## config.mk

```make
export PLATFORM = sky130hd
export DESIGN_NAME = cycle_ctrl
export DESIGN_NICKNAME = d
export VERILOG_FILES = /design/src/rtl/cycle_pkg.sv /design/src/rtl/op_decode.sv /design/src/rtl/cycle_ctrl.sv
export SDC_FILE = /design/constraint.sdc
export NUM_CORES = 1
export LEC_CHECK = 0
export CAP_MARGIN = 15
export CORE_MARGIN = 8
export CORE_UTILIZATION = 30
export CTS_CLUSTER_SIZE = 40
export DETAILED_ROUTE_END_ITERATION = 6
export GPL_TIMING_DRIVEN = 0
export PLACE_DENSITY = 0.62
export SETUP_SLACK_MARGIN = 0.02
export SYNTH_ARGS = -nofsm -noshare
export SYNTH_HDL_FRONTEND = slang
export SYNTH_SLANG_ARGS = --single-unit
```

## constraint.sdc

```tcl
create_clock -name CLK -period 2.3 [get_ports CLK]
set_input_delay 0.345 -clock CLK [delete_from_list [all_inputs] [get_ports CLK]]
set_output_delay 0.345 -clock CLK [all_outputs]
set_load 0.01 [all_outputs]
```

## src/rtl/cycle_pkg.sv

```systemverilog
// rtl/cycle_pkg.sv - shared types and constants for the machine-cycle controller
//
// Holds the machine-state encoding, the opcode values, the ALU_OP codes
// and the packed strobe record driven by op_decode.
package cycle_pkg;

    typedef enum logic [1:0] {
        ST_IDLE  = 2'b00,
        ST_FETCH = 2'b01,
        ST_EXEC  = 2'b10,
        ST_HALT  = 2'b11
    } state_t;

    localparam logic [3:0] OPC_NOP = 4'h0;
    localparam logic [3:0] OPC_LDA = 4'h1;
    localparam logic [3:0] OPC_ADD = 4'h2;
    localparam logic [3:0] OPC_SUB = 4'h3;
    localparam logic [3:0] OPC_STA = 4'h4;
    localparam logic [3:0] OPC_JMP = 4'h5;
    localparam logic [3:0] OPC_JZ  = 4'h6;
    localparam logic [3:0] OPC_HLT = 4'hF;

    localparam logic [1:0] ALU_PASS = 2'b00;
    localparam logic [1:0] ALU_ADD  = 2'b01;
    localparam logic [1:0] ALU_SUB  = 2'b10;

    typedef struct packed {
        logic       pc_oe;
        logic       pc_inc;
        logic       pc_ld;
        logic       mar_ld;
        logic       mem_rd;
        logic       mem_wr;
        logic       ir_ld;
        logic       acc_ld;
        logic [1:0] alu_op;
    } strobe_t;

    localparam strobe_t STROBE_NONE = '0;

    // True when exactly one beat line is high.
    function automatic logic is_onehot8(input logic [7:0] v);
        return (v != 8'd0) && ((v & (v - 8'd1)) == 8'd0);
    endfunction

    // Index of the highest set beat line; only meaningful when one-hot.
    function automatic logic [2:0] beat_index(input logic [7:0] v);
        logic [2:0] idx;
        idx = 3'd0;
        for (int i = 0; i < 8; i++) begin
            if (v[i]) idx = 3'(i);
        end
        return idx;
    endfunction

endpackage

```

## src/rtl/op_decode.sv

```systemverilog
// rtl/op_decode.sv - beat-level strobe decoder
//
// Ports:
//   state   : current machine state
//   opcode  : opcode latched at the end of FETCH
//   zf      : zero flag latched at the end of FETCH
//   beat    : index 0..7 of the active beat
//   strobe  : control strobes and ALU_OP for this beat
module op_decode
    import cycle_pkg::*;
#(
    parameter int OP_W = 4
) (
    input  state_t          state,
    input  logic [OP_W-1:0] opcode,
    input  logic            zf,
    input  logic [2:0]      beat,
    output strobe_t         strobe
);

    always_comb begin
        strobe = STROBE_NONE;
        case (state)
            ST_FETCH: begin
                case (beat)
                    3'd0: begin
                        strobe.pc_oe  = 1'b1;
                        strobe.mar_ld = 1'b1;
                    end
                    3'd1: begin
                        strobe.mem_rd = 1'b1;
                        strobe.ir_ld  = 1'b1;
                    end
                    3'd2: strobe.pc_inc = 1'b1;
                    default: ;
                endcase
            end
            ST_EXEC: begin
                case (opcode)
                    OP_W'(OPC_LDA), OP_W'(OPC_ADD), OP_W'(OPC_SUB): begin
                        if (beat == 3'd0) begin
                            strobe.mar_ld = 1'b1;
                        end else if (beat == 3'd1) begin
                            strobe.mem_rd = 1'b1;
                            strobe.acc_ld = 1'b1;
                            if (opcode == OP_W'(OPC_ADD))
                                strobe.alu_op = ALU_ADD;
                            else if (opcode == OP_W'(OPC_SUB))
                                strobe.alu_op = ALU_SUB;
                            else
                                strobe.alu_op = ALU_PASS;
                        end
                    end
                    OP_W'(OPC_STA): begin
                        if (beat == 3'd0)
                            strobe.mar_ld = 1'b1;
                        else if (beat == 3'd1)
                            strobe.mem_wr = 1'b1;
                    end
                    OP_W'(OPC_JMP): begin
                        if (beat == 3'd0)
                            strobe.pc_ld = 1'b1;
                    end
                    OP_W'(OPC_JZ): begin
                        if (beat == 3'd0 && zf)
                            strobe.pc_ld = 1'b1;
                    end
                    default: ;
                endcase
            end
            default: ;
        endcase
    end

endmodule

```

## src/rtl/cycle_ctrl.sv

```systemverilog
// rtl/cycle_ctrl.sv - machine-cycle controller (IDLE/FETCH/EXEC/HALT sequencer)
//
// Ports:
//   CLK, CLRn        : clock, asynchronous active-low reset
//   T0..T7           : one-hot beat pulses
//   RUN              : start request, honoured only in IDLE
//   IR_OP, ZF        : opcode field and accumulator zero flag
//   PC_OE..ACC_LD    : register/memory strobes, combinational per beat
//   ALU_OP           : 00 PASS, 01 ADD, 10 SUB
//   CYCLE, HALTED    : machine state and halt indication
//   PHASE_ERR        : sticky beat-encoding error
//   INSTR_CNT        : number of completed EXEC cycles
module cycle_ctrl
    import cycle_pkg::*;
#(
    parameter int OP_W  = 4,
    parameter int CNT_W = 8
) (
    input  logic             CLK,
    input  logic             CLRn,
    input  logic             T0,
    input  logic             T1,
    input  logic             T2,
    input  logic             T3,
    input  logic             T4,
    input  logic             T5,
    input  logic             T6,
    input  logic             T7,
    input  logic             RUN,
    input  logic [OP_W-1:0]  IR_OP,
    input  logic             ZF,
    output logic             PC_OE,
    output logic             PC_INC,
    output logic             PC_LD,
    output logic             MAR_LD,
    output logic             MEM_RD,
    output logic             MEM_WR,
    output logic             IR_LD,
    output logic             ACC_LD,
    output logic [1:0]       ALU_OP,
    output logic [1:0]       CYCLE,
    output logic             HALTED,
    output logic             PHASE_ERR,
    output logic [CNT_W-1:0] INSTR_CNT
);

    logic [7:0]      beats;
    logic            beat_ok;
    logic [2:0]      beat;
    state_t          state;
    logic [OP_W-1:0] op_q;
    logic            zf_q;
    logic [CNT_W-1:0] cnt;
    logic            err;
    strobe_t         dec;
    strobe_t         strobe;

    assign beats   = {T7, T6, T5, T4, T3, T2, T1, T0};
    assign beat_ok = is_onehot8(beats);
    assign beat    = beat_index(beats);

    // State only moves on the T7 edge closing a machine cycle. A bad beat
    // pattern latches the error and from then on nothing moves until reset.
    always_ff @(posedge CLK or negedge CLRn) begin
        if (!CLRn) begin
            state <= ST_IDLE;
            op_q  <= '0;
            zf_q  <= 1'b0;
            cnt   <= '0;
            err   <= 1'b0;
        end else if (!err) begin
            if (!beat_ok) begin
                err <= 1'b1;
            end else if (T7) begin
                case (state)
                    ST_IDLE: begin
                        if (RUN)
                            state <= ST_FETCH;
                    end
                    ST_FETCH: begin
                        op_q  <= IR_OP;
                        zf_q  <= ZF;
                        state <= ST_EXEC;
                    end
                    ST_EXEC: begin
                        cnt   <= cnt + CNT_W'(1);
                        state <= (op_q == OP_W'(OPC_HLT)) ? ST_HALT : ST_FETCH;
                    end
                    default: state <= ST_HALT;
                endcase
            end
        end
    end

    op_decode #(
        .OP_W   (OP_W)
    ) u_dec (
        .state  (state),
        .opcode (op_q),
        .zf     (zf_q),
        .beat   (beat),
        .strobe (dec)
    );

    // A malformed beat in the current cycle is also suppressed, so no strobe
    // fires on an ambiguous beat before the sticky flag is set.
    assign strobe = (err || !beat_ok) ? STROBE_NONE : dec;

    assign PC_OE     = strobe.pc_oe;
    assign PC_INC    = strobe.pc_inc;
    assign PC_LD     = strobe.pc_ld;
    assign MAR_LD    = strobe.mar_ld;
    assign MEM_RD    = strobe.mem_rd;
    assign MEM_WR    = strobe.mem_wr;
    assign IR_LD     = strobe.ir_ld;
    assign ACC_LD    = strobe.acc_ld;
    assign ALU_OP    = strobe.alu_op;
    assign CYCLE     = state;
    assign HALTED    = (state == ST_HALT);
    assign PHASE_ERR = err;
    assign INSTR_CNT = cnt;

endmodule

```

Word level (Yosys, flattened, before mapping)
Cells that the tools add are included.
- logic and storage cells: 68
- output and inout port bits: 22
- register bits: 16
- input port bits: 16
- eq/ne operators: 13
- mux-type cells: 33
- reductions and logical operators: 13
- bitwise operators: 2
- add/subtract/negate cells: 2
- operators by type and width (cell ; number):
    $mux W3 ; 10
    $mux W1 ; 14
    $eq A4 B3 Y1 const B ; 3
    $reduce_and A4 Y1 ; 3
    $mux W10 ; 1
    $mux W2 ; 5
    $add A8 B1 Y8 const B ; 1
    $and A8 B8 Y8 ; 1
    $eq A4 B2 Y1 const B ; 2
    $logic_not A8 Y1 ; 1
    $reduce_bool A8 Y1 ; 1
    $sub A8 B1 Y8 const B ; 1
    $pmux W2 S3 ; 1
    $eq A2 B2 Y1 const B ; 2
    $eq A4 B1 Y1 const B ; 1
    $eq A4 B4 Y1 const B ; 1
    $pmux W2 S2 ; 1
    $reduce_or A4 Y1 ; 1
    $eq A3 B1 Y1 const B ; 1
    $eq A3 B2 Y1 const B ; 1
    $logic_not A3 Y1 ; 1
    $reduce_or A3 Y1 ; 1
    $eq A2 B1 Y1 const B ; 1
    $logic_and A1 B1 Y1 ; 2
    6 further kinds ; 6

Depth between registers and ports, before layout
- word-level depth: 13
- gate-level depth with buffers: 6
- depth with buffers taken out: 6

By module
Synthesis repeated with hierarchy kept, for this count alone.
- cells, all modules: 121
- area total of the unflattened synthesis: 1122.3 sq um
- by module, submodules not included (module ; area an instance (sq um) ; seq. area each (sq um) ; times used ; cells each):
    cycle_ctrl ; 923.4 ; 400.4 ; 1 ; 89
    op_decode ; 198.9 ; 0.0 ; 1 ; 32

Least setup slack after synthesis
OpenSTA, ideal clock, no wires.
- path type: input to output
- start: input port T1
- end: output port PC_LD
- stages on the path: 5
- slack: 0.125 ns
- arrival time: 1.830 ns
- data required time: 1.955 ns
- buffers on the path: 1
- path through: clkbuf_2 > or4b_4 > a31oi_4 > o2111ai_1 > nor3_1
- cells in the longest elaborated chain, start to end: 13
- elaborated cells on any way between the ends: 21
- classes of those cells: 1 x add/sub; 12 x mux; 1 x bitwise; 7 x reduce/logical
- RTL lines (element ; line ; RTL):
    start: declaration ; cycle_ctrl.sv:22 ; input logic T1,
    $mux W1 ; cycle_pkg.sv:51 ; if (v[i]) idx = 3'(i);
    $mux W3 (6 in series) ; cycle_pkg.sv:51 ;
    $logic_not A3 Y1 ; op_decode.sv:61, op_decode.sv:65 ;
    $logic_and A1 B1 Y1 ; op_decode.sv:65 ; if (beat == 3'd0 && zf)
    $mux W1 ; op_decode.sv:65 ;
    $pmux W1 S2 ; op_decode.sv:39 ; case (opcode)
    $mux W1 ; op_decode.sv:23 ; case (state)
    $mux W10 * ; cycle_ctrl.sv:107 ; assign strobe = (err || !beat_ok) ? STROBE_NONE : dec;
    end: declaration ; cycle_ctrl.sv:34 ; output logic PC_LD,
Mark *: on every way between the ends. The rest lies on a longest branch, timed or not.

Worst setup path in the final report
- start: input port T4
- end: register op_q[0]
- cells in the longest elaborated chain, start to end: 5
- elaborated cells on any way between the ends: 6
- classes of those cells: 1 x add/sub; 1 x bitwise; 4 x reduce/logical
- RTL lines (element ; line ; RTL):
    start: declaration ; cycle_ctrl.sv:25 ; input logic T4,
    $sub A8 B1 Y8 ; cycle_pkg.sv:43 ; return (v != 8'd0) && ((v & (v - 8'd1)) == 8'd0);
    $and A8 B8 Y8 ; cycle_pkg.sv:43 ;
    $logic_not A8 Y1 ; cycle_pkg.sv:43 ;
    $logic_and A1 B1 Y1 * ; cycle_pkg.sv:43 ;
    $reduce_and A4 Y1 (no line) * ; - ;
    end signal: assignment ; cycle_ctrl.sv:67 ; op_q <= '0;
    end signal: assignment ; cycle_ctrl.sv:81 ; op_q <= IR_OP;
    end: declaration ; cycle_ctrl.sv:51 ; logic [OP_W-1:0] op_q;
Marked as above.
A chain may end at the register's enable or synchronous reset.

==> results.json <==
{
  "critPathLaunchType": "input port",
  "drv_cap": 0,
  "min_from": "T7",
  "drtIter0Drc": 45,
  "hold_path_class": "in -> reg",
  "start_util": 0.306,
  "io_pins": 38,
  "fin_cells": 220,
  "synth_top_area_frac": 0.366,
  "worst_pin_slew_ns": 0.768,
  "setup_viol": 0,
  "first_pass_iters": 4,
  "netlist_instances": 113,
  "critical-path-slowest-cell": "or4b_4",
  "skew_ns": 0.00506,
  "cts_buffers": 3,
  "insertion_delay_ns": 0.28,
  "ctsHoldBuffers": 0,
  "outcome": "complete, no violations",
  "clk_pin_slew_ns": 0.10,
  "end_kind": "register",
  "die_h_um": 76.4,
  "synth.net_count": 134,
  "dp.cells": 197,
  "stdcell_area_sq_um": 1780,
  "p_sw_mw": 0.130,
  "hold_viol": 0,
  "cp.arrival_ns": 2.41,
  "crit_chain": "buf_12, nor3_4, or4b_4, a31oi_4, buf_6, buf_4, buf_4, buf_4, nand4_1, a22o_2",
  "grt_pass1_vias": 1195,
  "internal_power_mw": 0.379,
  "critPathLaunch": "T4",
  "portBuffers": 36,
  "clock-sinks": 16,
  "slowest_delay_ns": 0.51,
  "crit_family": "simple AND/OR/NAND/NOR gates",
  "grt-ovfl-total": 0,
  "leakage_nw": 0.752,
  "seq_area_frac_synth": 0.366,
  "syn_area_sq_um": 1090,
  "synth_largest_area_cell": "dfrtp_1",
  "gp_congestion": 0.863,
  "antenna_found_initial": 0,
  "cts_root_buf": "clkbuf_4",
  "peakVddDrop_uv": 177,
  "grt_pass1_wl_um": 5570,
  "core_area_sq_um": 3580,
  "dpl_cell_area_sq_um": 1510,
  "via_per_inst": 5.16,
  "nNetsFinal": 195,
  "drc": 0,
  "wl_um": 3470,
  "htreeDepth": 1,
  "die_area_sq_um": 5830,
  "place_hpwl_um": 2400,
  "yosysWarningCount": 0,
  "yosys-top-cells-area": "dfrtp_1, ha_1, a22o_2",
  "grt_util_all_layers": 0.114,
  "path_buf_inv": 5,
  "syn_area_per_cell_sq_um": 9.68,
  "power.share.clock": 0.299,
  "slew_headroom": 0.486,
  "p_per_area_nw_per_um2": 286,
  "crit_fanout": 5,
  "ant_nets": 0,
  "path_common_cell": "buf_4",
  "syn2layout_area_growth_pct": 62.6,
  "finalSetupTns_ns": 0,
  "cts.path.max_buffers": 2,
  "combPwrFrac": 0.148,
  "r2r_start": "PHASE_ERR$_DFF_PN0_",
  "via_count": 1135,
  "row_count": 22,
  "slew_violations": 0,
  "synth_commonest_cells": "dfrtp_1, nor2_1, o21ai_0",
  "wl_per_cell_um": 15.8,
  "p_sw_frac": 0.255,
  "ys_ff_latch": 16,
  "finalCritPeriodShare": 0.969,
  "cts_tree": "built",
  "seqPwrFrac": 0.553,
  "path_class": "in -> reg",
  "rsz0062_at_grt": "yes",
  "crit_required_ns": 2.48,
  "fin_crit_ns": 2.23,
  "yosysMostFrequentCell": "dfrtp_1",
  "synth_edf_count": 0,
  "grt_max_degree": 17,
  "synthDistinctLibCells": 39,
  "synthFlopType": "dfrtp_1",
  "drive_above_1_share": 0.372,
  "async_flop_share": 1.00,
  "diodes": 0,
  "die_x_um": 76.4,
  "fmax_ghz": 0.449
}
[worst register-to-register path, cell delays in order (launching register included)]
cell and delay (ns):
dfrtp_1 0.42, a221oi_4 0.24, buf_4 0.17, and4_1 0.23, nand4_1 0.13, o21ai_0 0.17, o31ai_1 0.09
[final timing paths]
| check | cells past startpoint | slack [ns] | end |
|---|---|---|---|
| max | 10 | 0.07 | op_q[0]$_DFFE_PN0P_ |
| min | 3 | 0.33 | PHASE_ERR$_DFF_PN0_ |
| max reg2reg | 6 | 0.75 | INSTR_CNT[7]$_DFFE_PN0P_ |
| min reg2reg | 1 | 0.49 | INSTR_CNT[7]$_DFFE_PN0P_ |
| max in group asynchronous | 1 | 1.32 | op_q[3]$_DFFE_PN0P_ |
| min in group asynchronous | 1 | 0.50 | INSTR_CNT[7]$_DFFE_PN0P_ |
[power by group through the flow]
stage,logic [mW],registers (mW),clock network (mW)
after floorplan,0.0158,0.287,0
after global placement,0.0554,0.287,0
after detailed placement,0.0570,0.287,0
after CTS,0.0630,0.281,0.157
after global routing,0.0804,0.281,0.173
final,0.0750,0.281,0.152
[placed cells by master (no fill, tap or decap), types with 2 or more instances in the layout]
cell,count
a21oi_1,2
a22o_2,5
and3_1,2
and4_1,2
buf_2,4
buf_4,21
buf_6,3
clkbuf_2,3
clkbuf_4,5
clkdlybuf4s50_1,19
dfrtp_1,16
dlygate4sd2_1,3
ha_1,3
inv_1,5
mux2i_1,3
nand2_1,5
nand3_1,2
nand3b_1,2
nand4_1,5
nor2_1,9
nor2_4,2
nor2b_1,2
nor3_2,2
nor3b_2,2
o211ai_1,3
o21ai_0,9
o31ai_1,4
xnor2_1,3
[flip-flops by register name (all words and copies together), names as in the netlist]
register and flops:
zf_q 1, op_q 4, CYCLE 2, PHASE_ERR 1, INSTR_CNT 8
[layout make-up]
class                      instances  area [sq um]
buffer                             2          16.3
clock buffer                       3          22.5
fill                             350          1800
inverter                           6          22.5
multi-input combinational         89           773
sequential                        16           400
tap                               48          60.1
timing repair buffer              56           483
[through the flow]
step / hold slack [ns] / setup WS (ns) / utilization / power, mW
2_1_floorplan: 0.0494 / 0.125 / - / 0.303
3_5_place_dp: 0.486 / -1.02 / 0.423 / 0.344
4_1_cts: 0.329 / 0.0104 / 0.463 / 0.501
3_3_place_gp: 0.466 / -1.03 / 0.423 / 0.342
5_1_grt: 0.334 / -0.0105 / 0.497 / 0.535
6_report: 0.325 / 0.0721 / 0.497 / 0.508
[cell families (layout without fill, tap and decap cells)]
logic type               count (synthesis)  after routing  share of synthesized area
AO/OA/AOI/OAI                           30             30                      0.217
XOR/XNOR                                 4              4                     0.0320
adder cells (fa/ha/maj)                  5              5                     0.0572
buffers and inverters                    8             67                     0.0320
flip-flops                              16             16                      0.366
multiplexers                             4              4                     0.0412
AND/OR/NAND/NOR                         46             46                      0.254
[per-layer routing]
layer	track usage	wire (um)
met1	0.119	1400
met2	0.210	1840
met3	0.0425	237
met4	0.0231	0
met5	0	0
[timing repair]
| item | 4_1_cts | 5_1_grt |
|---|---|---|
| setup buffers | 10 | 10 |
| resized for setup | 67 | 24 |
| pin swaps | 11 | 13 |
| endpoints found under the setup margin | 15 | 7 |
(Power assumes the default switching activity.)
